`src/rtl/comb_cb.sv`:
```
// rtl/comb_cb.sv - multi-channel comb stage y = x[n] - x[n-DELAY] over a circular delay buffer
// Channels arrive interleaved; one RAM-mappable buffer holds DELAY samples per channel.
module comb_cb #(
    parameter  int I_BW       = 8,
    parameter  int O_BW       = 9,
    parameter  int DELAY      = 250,
    parameter  int NUM_CH     = 1,
    parameter  int SKIP_PRIME = 0,
    localparam int CH_W       = (NUM_CH > 1) ? $clog2(NUM_CH) : 1
) (
    input  logic            clk_i,
    input  logic            rst_n_i,
    input  logic            en_i,
    input  logic [I_BW-1:0] data_i,
    input  logic            valid_i,
    output logic            ready_o,
    output logic [O_BW-1:0] data_o,
    output logic            valid_o,
    input  logic            ready_i,
    output logic [CH_W-1:0] ch_o,
    output logic            primed_o
);

    localparam int DEPTH = DELAY * NUM_CH;
    localparam int WP_W  = (DEPTH > 1) ? $clog2(DEPTH) : 1;

    logic [I_BW-1:0] r_mem [DEPTH];
    logic [WP_W-1:0] r_wp;
    logic [CH_W-1:0] r_cc;
    logic            r_wrapped;
    logic            r_valid;
    logic [O_BW-1:0] r_data;
    logic [CH_W-1:0] r_ch;

    logic                   w_accept;
    logic                   w_wp_last;
    logic                   w_cc_last;
    logic [I_BW-1:0]        w_old;
    logic signed [I_BW:0]   w_new_sx;
    logic signed [I_BW:0]   w_old_sx;
    logic signed [I_BW:0]   w_diff;
    logic signed [O_BW-1:0] w_diff_ext;

    assign ready_o   = en_i & (~r_valid | ready_i);
    assign w_accept  = valid_i & ready_o;
    assign w_wp_last = (r_wp == WP_W'(DEPTH - 1));
    assign w_cc_last = (r_cc == CH_W'(NUM_CH - 1));

    // Until the first wrap the buffer content is meaningless, so behave like a zero-filled line.
    assign w_old      = r_wrapped ? r_mem[r_wp] : '0;
    assign w_new_sx   = {data_i[I_BW-1], data_i};
    assign w_old_sx   = {w_old[I_BW-1], w_old};
    assign w_diff     = w_new_sx - w_old_sx;
    assign w_diff_ext = O_BW'(w_diff);

    always_ff @(posedge clk_i) begin
        if (w_accept) begin
            r_mem[r_wp] <= data_i;
        end
    end

    always_ff @(posedge clk_i or negedge rst_n_i) begin
        if (!rst_n_i) begin
            r_wp      <= '0;
            r_cc      <= '0;
            r_wrapped <= 1'b0;
            r_valid   <= 1'b0;
            r_data    <= '0;
            r_ch      <= '0;
        end else if (!en_i) begin
            r_wp      <= '0;
            r_cc      <= '0;
            r_wrapped <= 1'b0;
            r_valid   <= 1'b0;
            r_data    <= '0;
            r_ch      <= '0;
        end else if (w_accept) begin
            r_data  <= w_diff_ext;
            r_ch    <= r_cc;
            r_valid <= !((SKIP_PRIME != 0) && !r_wrapped);
            r_wp    <= w_wp_last ? '0 : r_wp + WP_W'(1);
            r_cc    <= w_cc_last ? '0 : r_cc + CH_W'(1);
            if (w_wp_last) begin
                r_wrapped <= 1'b1;
            end
        end else if (ready_i) begin
            r_valid <= 1'b0;
        end
    end

    assign data_o   = r_data;
    assign valid_o  = r_valid;
    assign ch_o     = r_ch;
    assign primed_o = r_wrapped;

endmodule
```
`config.mk`:
```
export PLATFORM = sky130hd
export DESIGN_NAME = comb_cb
export DESIGN_NICKNAME = d
export VERILOG_FILES = /design/src/rtl/comb_cb.sv
export SDC_FILE = /design/constraint.sdc
export NUM_CORES = 2
export LEC_CHECK = 0
export CAP_MARGIN = 20
export CORE_AREA = 2 2 381 421
export DETAILED_ROUTE_END_ITERATION = 12
export DIE_AREA = 0 0 383 423
export MAX_ROUTING_LAYER = met4
export PLACE_DENSITY = 0.71
export SLEW_MARGIN = 20
export SYNTH_ARGS = -nofsm -noshare
export SYNTH_HDL_FRONTEND = slang
export SYNTH_SLANG_ARGS = --single-unit
```
`constraint.sdc`:
```
create_clock -name clk_i -period 5.35 [get_ports clk_i]
set_input_delay 0.535 -clock clk_i [delete_from_list [all_inputs] [get_ports clk_i]]
set_output_delay 0.535 -clock clk_i [all_outputs]
set_load 0.01 [all_outputs]
```
# Word level (Yosys, flattened, before mapping)
# Memories as Yosys holds them, arrays and structs flattened.
# Cells that the tools add are included.
# W data, S select, Z words.
[word_totals]
latchBits = 0
romBits = 0
mem_bits_rw = 2000
word_cells = 38
mem_count = 1
ff_bits = 21
inputBits = 13
[op_classes]
reduce_logical = 1
eq_ne = 4
n_shift = 0
n_mux = 19
magnitude_cmp = 0
n_addsub = 3
n_div = 0
mul = 0
n_bitwise = 4
[mem_list]
columns = ["memory", "words", "word_bits", "rd", "rd_ports_with_merged_regs", "write_ports", "line_no", "rtl"]
rows = [
  ["r_mem", 250, 8, 1, 0, 1, "27", "logic [I_BW-1:0] r_mem [DEPTH];"],
]
[ops]
columns = ["cell", "count"]
rows = [
  ["$mux W8", 4],
  ["$mux W9", 2],
  ["$mux W1", 13],
  ["$sub A8 B8 Y9", 1],
  ["$add A8 B1 Y8 const B", 1],
  ["$eq A8 B8 Y1 const B", 1],
  ["$ne A2 B1 Y1 const B", 2],
  ["$ne A3 B1 Y1 const B", 1],
  ["$and A1 B1 Y1", 2],
  ["$reduce_and A2 Y1", 1],
  ["$add A1 B1 Y1 const B", 1],
  ["$not A1 Y1", 1],
  ["$or A1 B1 Y1", 1],
]

# Logic depth before layout (Yosys ltp)
[logic_depth]
word_depth = 6
ltp_mapped = 21
depth_no_buf = 17

# Worst setup path after synthesis
# Ideal clock, no wire load.
[synth_path]
kind = "flip-flop to flip-flop"
start = "register r_wp[1]"
end = "register r_data[7] (netlist: data_o[7])"
setup_time_ns = 0.069
required_time_ns = 5.281
stages_incl_launch_ff = 19
slack_ns = 1.366
arrival_ns = 3.915
n_path_buf = 4
cell_sequence = "dfrtp_1 > buf_2 > buf_2 > clkbuf_1 > buf_1 > mux4_2 > a22oi_1 > a21oi_1 > nor4_1 > nor2_1 > o31ai_1 > ha_1 > nor2b_1 > o21ai_0 > a21boi_0 > o21ai_0 > a21boi_0 > or3_1 > nand3_1"
[synth_via]
elab_chain_cells = 5
[synth_rtl]
columns = ["element", "line_no", "rtl"]
rows = [
  ["from (decl)", "28", "logic [WP_W-1:0] r_wp;"],
  ["from (signal assigned)", "81", "r_wp <= w_wp_last ? '0 : r_wp + WP_W'(1);"],
  ["$mem_v2 Z250 W8", "n/a", ""],
  ["$mux W8", "50", "assign w_old = r_wrapped ? r_mem[r_wp] : '0;"],
  ["$sub A8 B8 Y9", "53", "assign w_diff = w_new_sx - w_old_sx;"],
  ["$mux W9", "77", "end else if (w_accept) begin"],
  ["$mux W9", "70", "end else if (!en_i) begin"],
  ["to (signal assigned)", "78", "r_data <= w_diff_ext;"],
  ["to (decl)", "32", "logic [O_BW-1:0] r_data;"],
]
# Every way passes these cells. The select of a mux whose other input is x is not followed.
# A chain may end at the register's enable or synchronous reset.

# Final worst setup path
[layout_path]
start = "register r_wp[0]"
end = "register r_data[7] (netlist: data_o[7])"
# The elaborated chain is that of the path after synthesis.

==> qor.txt <==
YOSYS
------------------------------------------------------------------------------------------
Warning count from the yosys run                                                         0
Complex-gate fraction of the synthesized area                                       3.575%
Multiplexer share of the synthesized area                                           14.28%
Share of synthesized cell area in full adder, half adder and majority cells        0.2171%
Net count after synthesis                                                            3,826
Count of flip-flops with a built-in enable after synthesis                           2,000
Post-synth ARST share                                                              0.9411%
Number of storage elements in the synthesis netlist                                  2,019
Main combinational cell family by area after synthesis                        multiplexers
Sequential-to-total area share from yosys stat                                      77.22%
Post-synthesis cell count                                                            3,800
Simple-gate portion of the synthesized area                                         3.057%
Xor-xnor portion of the synthesized cell area                                     0.08939%
Netlist area before placement                                                 78,390 sq um
Unique cell type count in the Yosys netlist                                             62
Average size of a mapped cell                                                  20.63 sq um
Dominant synthesized flop cell                                                    edfxtp_1

CRITICAL PATH
------------------------------------------------------------------------------------------
Reg2reg setup slack                                                                0.30 ns
R2r startpoint                                                                r_wp[0]$_DFFE_PN0P_
Data required time at the worst endpoint                                           6.09 ns
R2r endpoint                                                                  data_o[7]$_DFFE_PN0P_
Kind of start point of the critical path                                         flip-flop
Worst-case reg-to-reg path depth                                                        14
Data arrival time of the critical path                                             5.79 ns
Worst setup path startpoint                                                   r_wp[0]$_DFFE_PN0P_
Worst setup endpoint                                                          data_o[7]$_DFFE_PN0P_
Crit path max fanout                                                                    39
Type of the worst setup path                                                       reg2reg
Type of element capturing the critical path                                      flip-flop

ROUTING
------------------------------------------------------------------------------------------
Wire length per cell after detailed routing                                   29.77 microns
DRC marker count from the first detailed-route iteration                             4,897
Count of unresolved DRC violations after routing                                         0
DR vias                                                                             38.85k
Vias per cell                                                                        6.286
Antenna-violating nets left                                                              0
Detailed-route wire length                                                        184.0 mm
First-pass iteration count of the detailed router                                        6

LAYOUT
------------------------------------------------------------------------------------------
Area growth syn-to-layout                                                           11.75%
Number of non-filler instances in the completed layout                               6,180
Layout cell share with drive strength beyond 1                                      22.27%
Final nets                                                                           3,960
Final standard cell utilization of the core                                         55.60%
Fill cell total of the finished layout                                              11.39k

CLOCKING
------------------------------------------------------------------------------------------
TritonCTS Sinks                                                                      2,019
Count of hold-fix buffers inserted at cts                                                0
Number of buffers on the longest clock path                                              3
Worst-skew pair later-pin latency                                                  0.82 ns
Number of buffers created by CTS                                                       183
CTS root buf                                                                     clkbuf_16
CTS tree                                                                               yes
Clock Pin Slew Worst Setup and Hold Paths                                          0.07 ns
Number of setup buffers added after CTS                                                  0
H-Tree Depth                                                                             4

TIMING
------------------------------------------------------------------------------------------
TNS Setup                                                                             0 ns
# setup viols final                                                                      0
Final hold violation count                                                               0
Fin crit period                                                                   5.050 ns
Max-slew violations                                                                      0
Slack of the critical path                                                       0.3003 ns
Maximum clock frequency                                                         0.1980 GHz
Worst Tran Pin Value                                                              1.080 ns
Clk_skew                                                                        0.02928 ns
Fin crit share                                                                      94.39%
Setup repair after global routing missed its margin                                  false
Relative slew margins                                                               27.99%

GRT
------------------------------------------------------------------------------------------
Initial antenna violation count                                                          3
Number of global-route vias before repair                                           39.01k
Largest net degree at the start of global routing                                      176
GRT Residual Overflow                                                                    0
Wire length of the first global-routing pass                                      269.6 mm
Overall global routing resource usage                                               23.52%

FLOORPLANNING
------------------------------------------------------------------------------------------
Std cell rows                                                                          153
IO Pins                                                                                 26
Height of the die                                                              423 microns
Die outline width                                                              383 microns
Initial core utilization                                                            49.75%
Area of the core region                                                       157,600 sq um
Die Footprint                                                                 162,000 sq um

PLACED DESIGN
------------------------------------------------------------------------------------------
Worst setup timing slack at the placement stage                                  0.3004 ns
Final weighted congestion in routability-driven placement                           0.9129
Detailed placement HPWL                                                           113.5 mm
Cell total after placement                                                           5,840
Quantity of I/O buffers inserted on ports                                               24

POWER AND IR DROP
------------------------------------------------------------------------------------------
LEAKAGE                                                                           26.30 nW
Peak ir drop on the vdd network                                                   293.4 uV
Power density cells                                                           366.0 nW/um^2

HOLD PATH
------------------------------------------------------------------------------------------
Class of the most critical hold timing path                                       in2async

FLOW RUN
------------------------------------------------------------------------------------------
Max-cap violations                                                                       0

OUTCOME
------------------------------------------------------------------------------------------
Result of the run                                                             finished clean

## where the power goes
| part | internal [W] | total (W) | switching, W |
|---|---|---|---|
| Clock | 0.00705 | 0.0127 | 0.00565 |
| Sequential | 0.0174 | 0.0174 | 0.0000315 |
| Combinational | 0.000852 | 0.00194 | 0.00108 |
## metrics by stage
stage	hold slack [ns]	cell area [sq um]	total power (W)
finish	0.1335	87600	0.03206
global route	0.1493	87600	0.03291
CTS	0.08502	87550	0.03221
detailed placement	0.5009	81800	0.01971
global placement	0.5017	81800	0.01968
floorplan	0.2394	78390	0.01895
## layer usage
layer	GRT usage [%]	vias up	part of all wire, %
met5	-	-	0
met4	8.832	0	3.7
met3	3.891	359	8.6
met2	36.26	1968	49
met1	31.87	20450	39
li1	-	16070	-
## cell usage in the layout (no fill, tap or decap), types with 44 or more instances in the layout
master	netlist	routed
buf_4	15	133
clkinv_1	0	44
clkbuf_16	0	188
nand2_1	81	81
a22oi_1	157	157
mux4_2	438	438
edfxtp_1	2000	2000
nor2_1	288	286
a21oi_1	84	84
clkbuf_1	105	46
mux2i_1	114	114
nand3_1	65	55
## state kept, by name, summed over array words and instances (netlist names)
signal,flops
data_o,9
r_mem,2000
r_wp,8
valid_o,1
primed_o,1
## cells by family (layout without fill, tap and decap cells)
logic type | Yosys count | count (layout)
adder cells (fa/ha/maj) | 13 | 13
other | 1 | 3
AO/OA/AOI/OAI | 401 | 401
multiplexers | 569 | 569
flip-flops | 2019 | 2019
buffers and inverters | 249 | 535
XOR/XNOR | 8 | 8
AND/OR/NAND/NOR | 540 | 540
## worst min-delay path by stage
stage	startpoint	endpoint	slack, ns	cells past startpoint
2_1_floorplan	rst_n_i	data_o[0]$_DFFE_PN0P_	0.24	0
3_3_place_gp	data_o[1]$_DFFE_PN0P_	data_o[1]$_DFFE_PN0P_	0.50	2
3_5_place_dp	data_o[1]$_DFFE_PN0P_	data_o[1]$_DFFE_PN0P_	0.50	2
4_1_cts	rst_n_i	r_wp[5]$_DFFE_PN0P_	0.09	2
5_1_grt	rst_n_i	r_wp[5]$_DFFE_PN0P_	0.15	2
6_report	rst_n_i	r_wp[1]$_DFFE_PN0P_	0.13	2
## critical path: stages, from the launching register on
cell	delay (ns)
dfrtp_4	0.66
buf_12	0.36
buf_4	0.36
mux4_2	0.54
a22oi_1	0.28
a21oi_1	0.17
nor4_1	0.68
o22ai_1	0.32
o31ai_2	0.24
ha_1	0.28
a21boi_0	0.15
o21ai_0	0.24
a21boi_0	0.17
or3_1	0.37
nand3_1	0.09
## synth_stat cells, types with 3 or more instances
cell	number	area share, %
edfxtp_1	2000	77
mux4_2	438	13
nor2_1	288	1.4
a22oi_1	157	1.5
mux2i_1	114	1.5
clkbuf_1	105	0.50
a21oi_1	84	0.54
nand2_1	81	0.39
buf_2	71	0.45
nand3_1	65	0.42
o21ai_0	36	0.23
buf_1	30	0.14
nand4_1	28	0.22
a211oi_1	21	0.20
dfrtp_1	19	0.61
o22ai_1	19	0.15
a22o_1	18	0.20
buf_6	18	0.26
nor2b_1	18	0.14
mux2_2	17	0.24
a221oi_1	16	0.18
buf_4	15	0.14
ha_1	12	0.19
nor3_1	12	0.077
nor4_1	11	0.088
inv_1	10	0.048
nand2b_1	10	0.080
o221ai_1	8	0.089
a32o_1	6	0.077
a41o_1	6	0.077
a21boi_0	4	0.038
a32oi_1	4	0.045
and2_1	4	0.032
o31ai_1	4	0.038
o31ai_2	4	0.064
or2_2	4	0.032
xnor2_1	4	0.045
xor2_1	4	0.045
nand3b_1	3	0.029
o211ai_1	3	0.029
or3_1	3	0.024
## area by class of cell
| type | instances | area [sq um] | share of cell area (%) |
|---|---|---|---|
| Antenna cell | 2 | 5.005 | 0.005713 |
| Clock buffer | 236 | 4905 | 5.599 |
| Clock inverter | 101 | 848.3 | 0.9684 |
| Inverter | 10 | 37.54 | 0.04285 |
| Multi-Input combinational cell | 1532 | 16750 | 19.12 |
| Sequential cell | 2019 | 60540 | 69.11 |
| Tap cell | 2092 | 2618 | 2.988 |
| Timing Repair Buffer | 188 | 1897 | 2.165 |
## timing repair
item,CTS,global route
resized for setup,0,4
endpoints found under the setup margin,0,3
hold endpoints to repair,0,0
No activity file was read; power rests on OpenSTA's default activity.
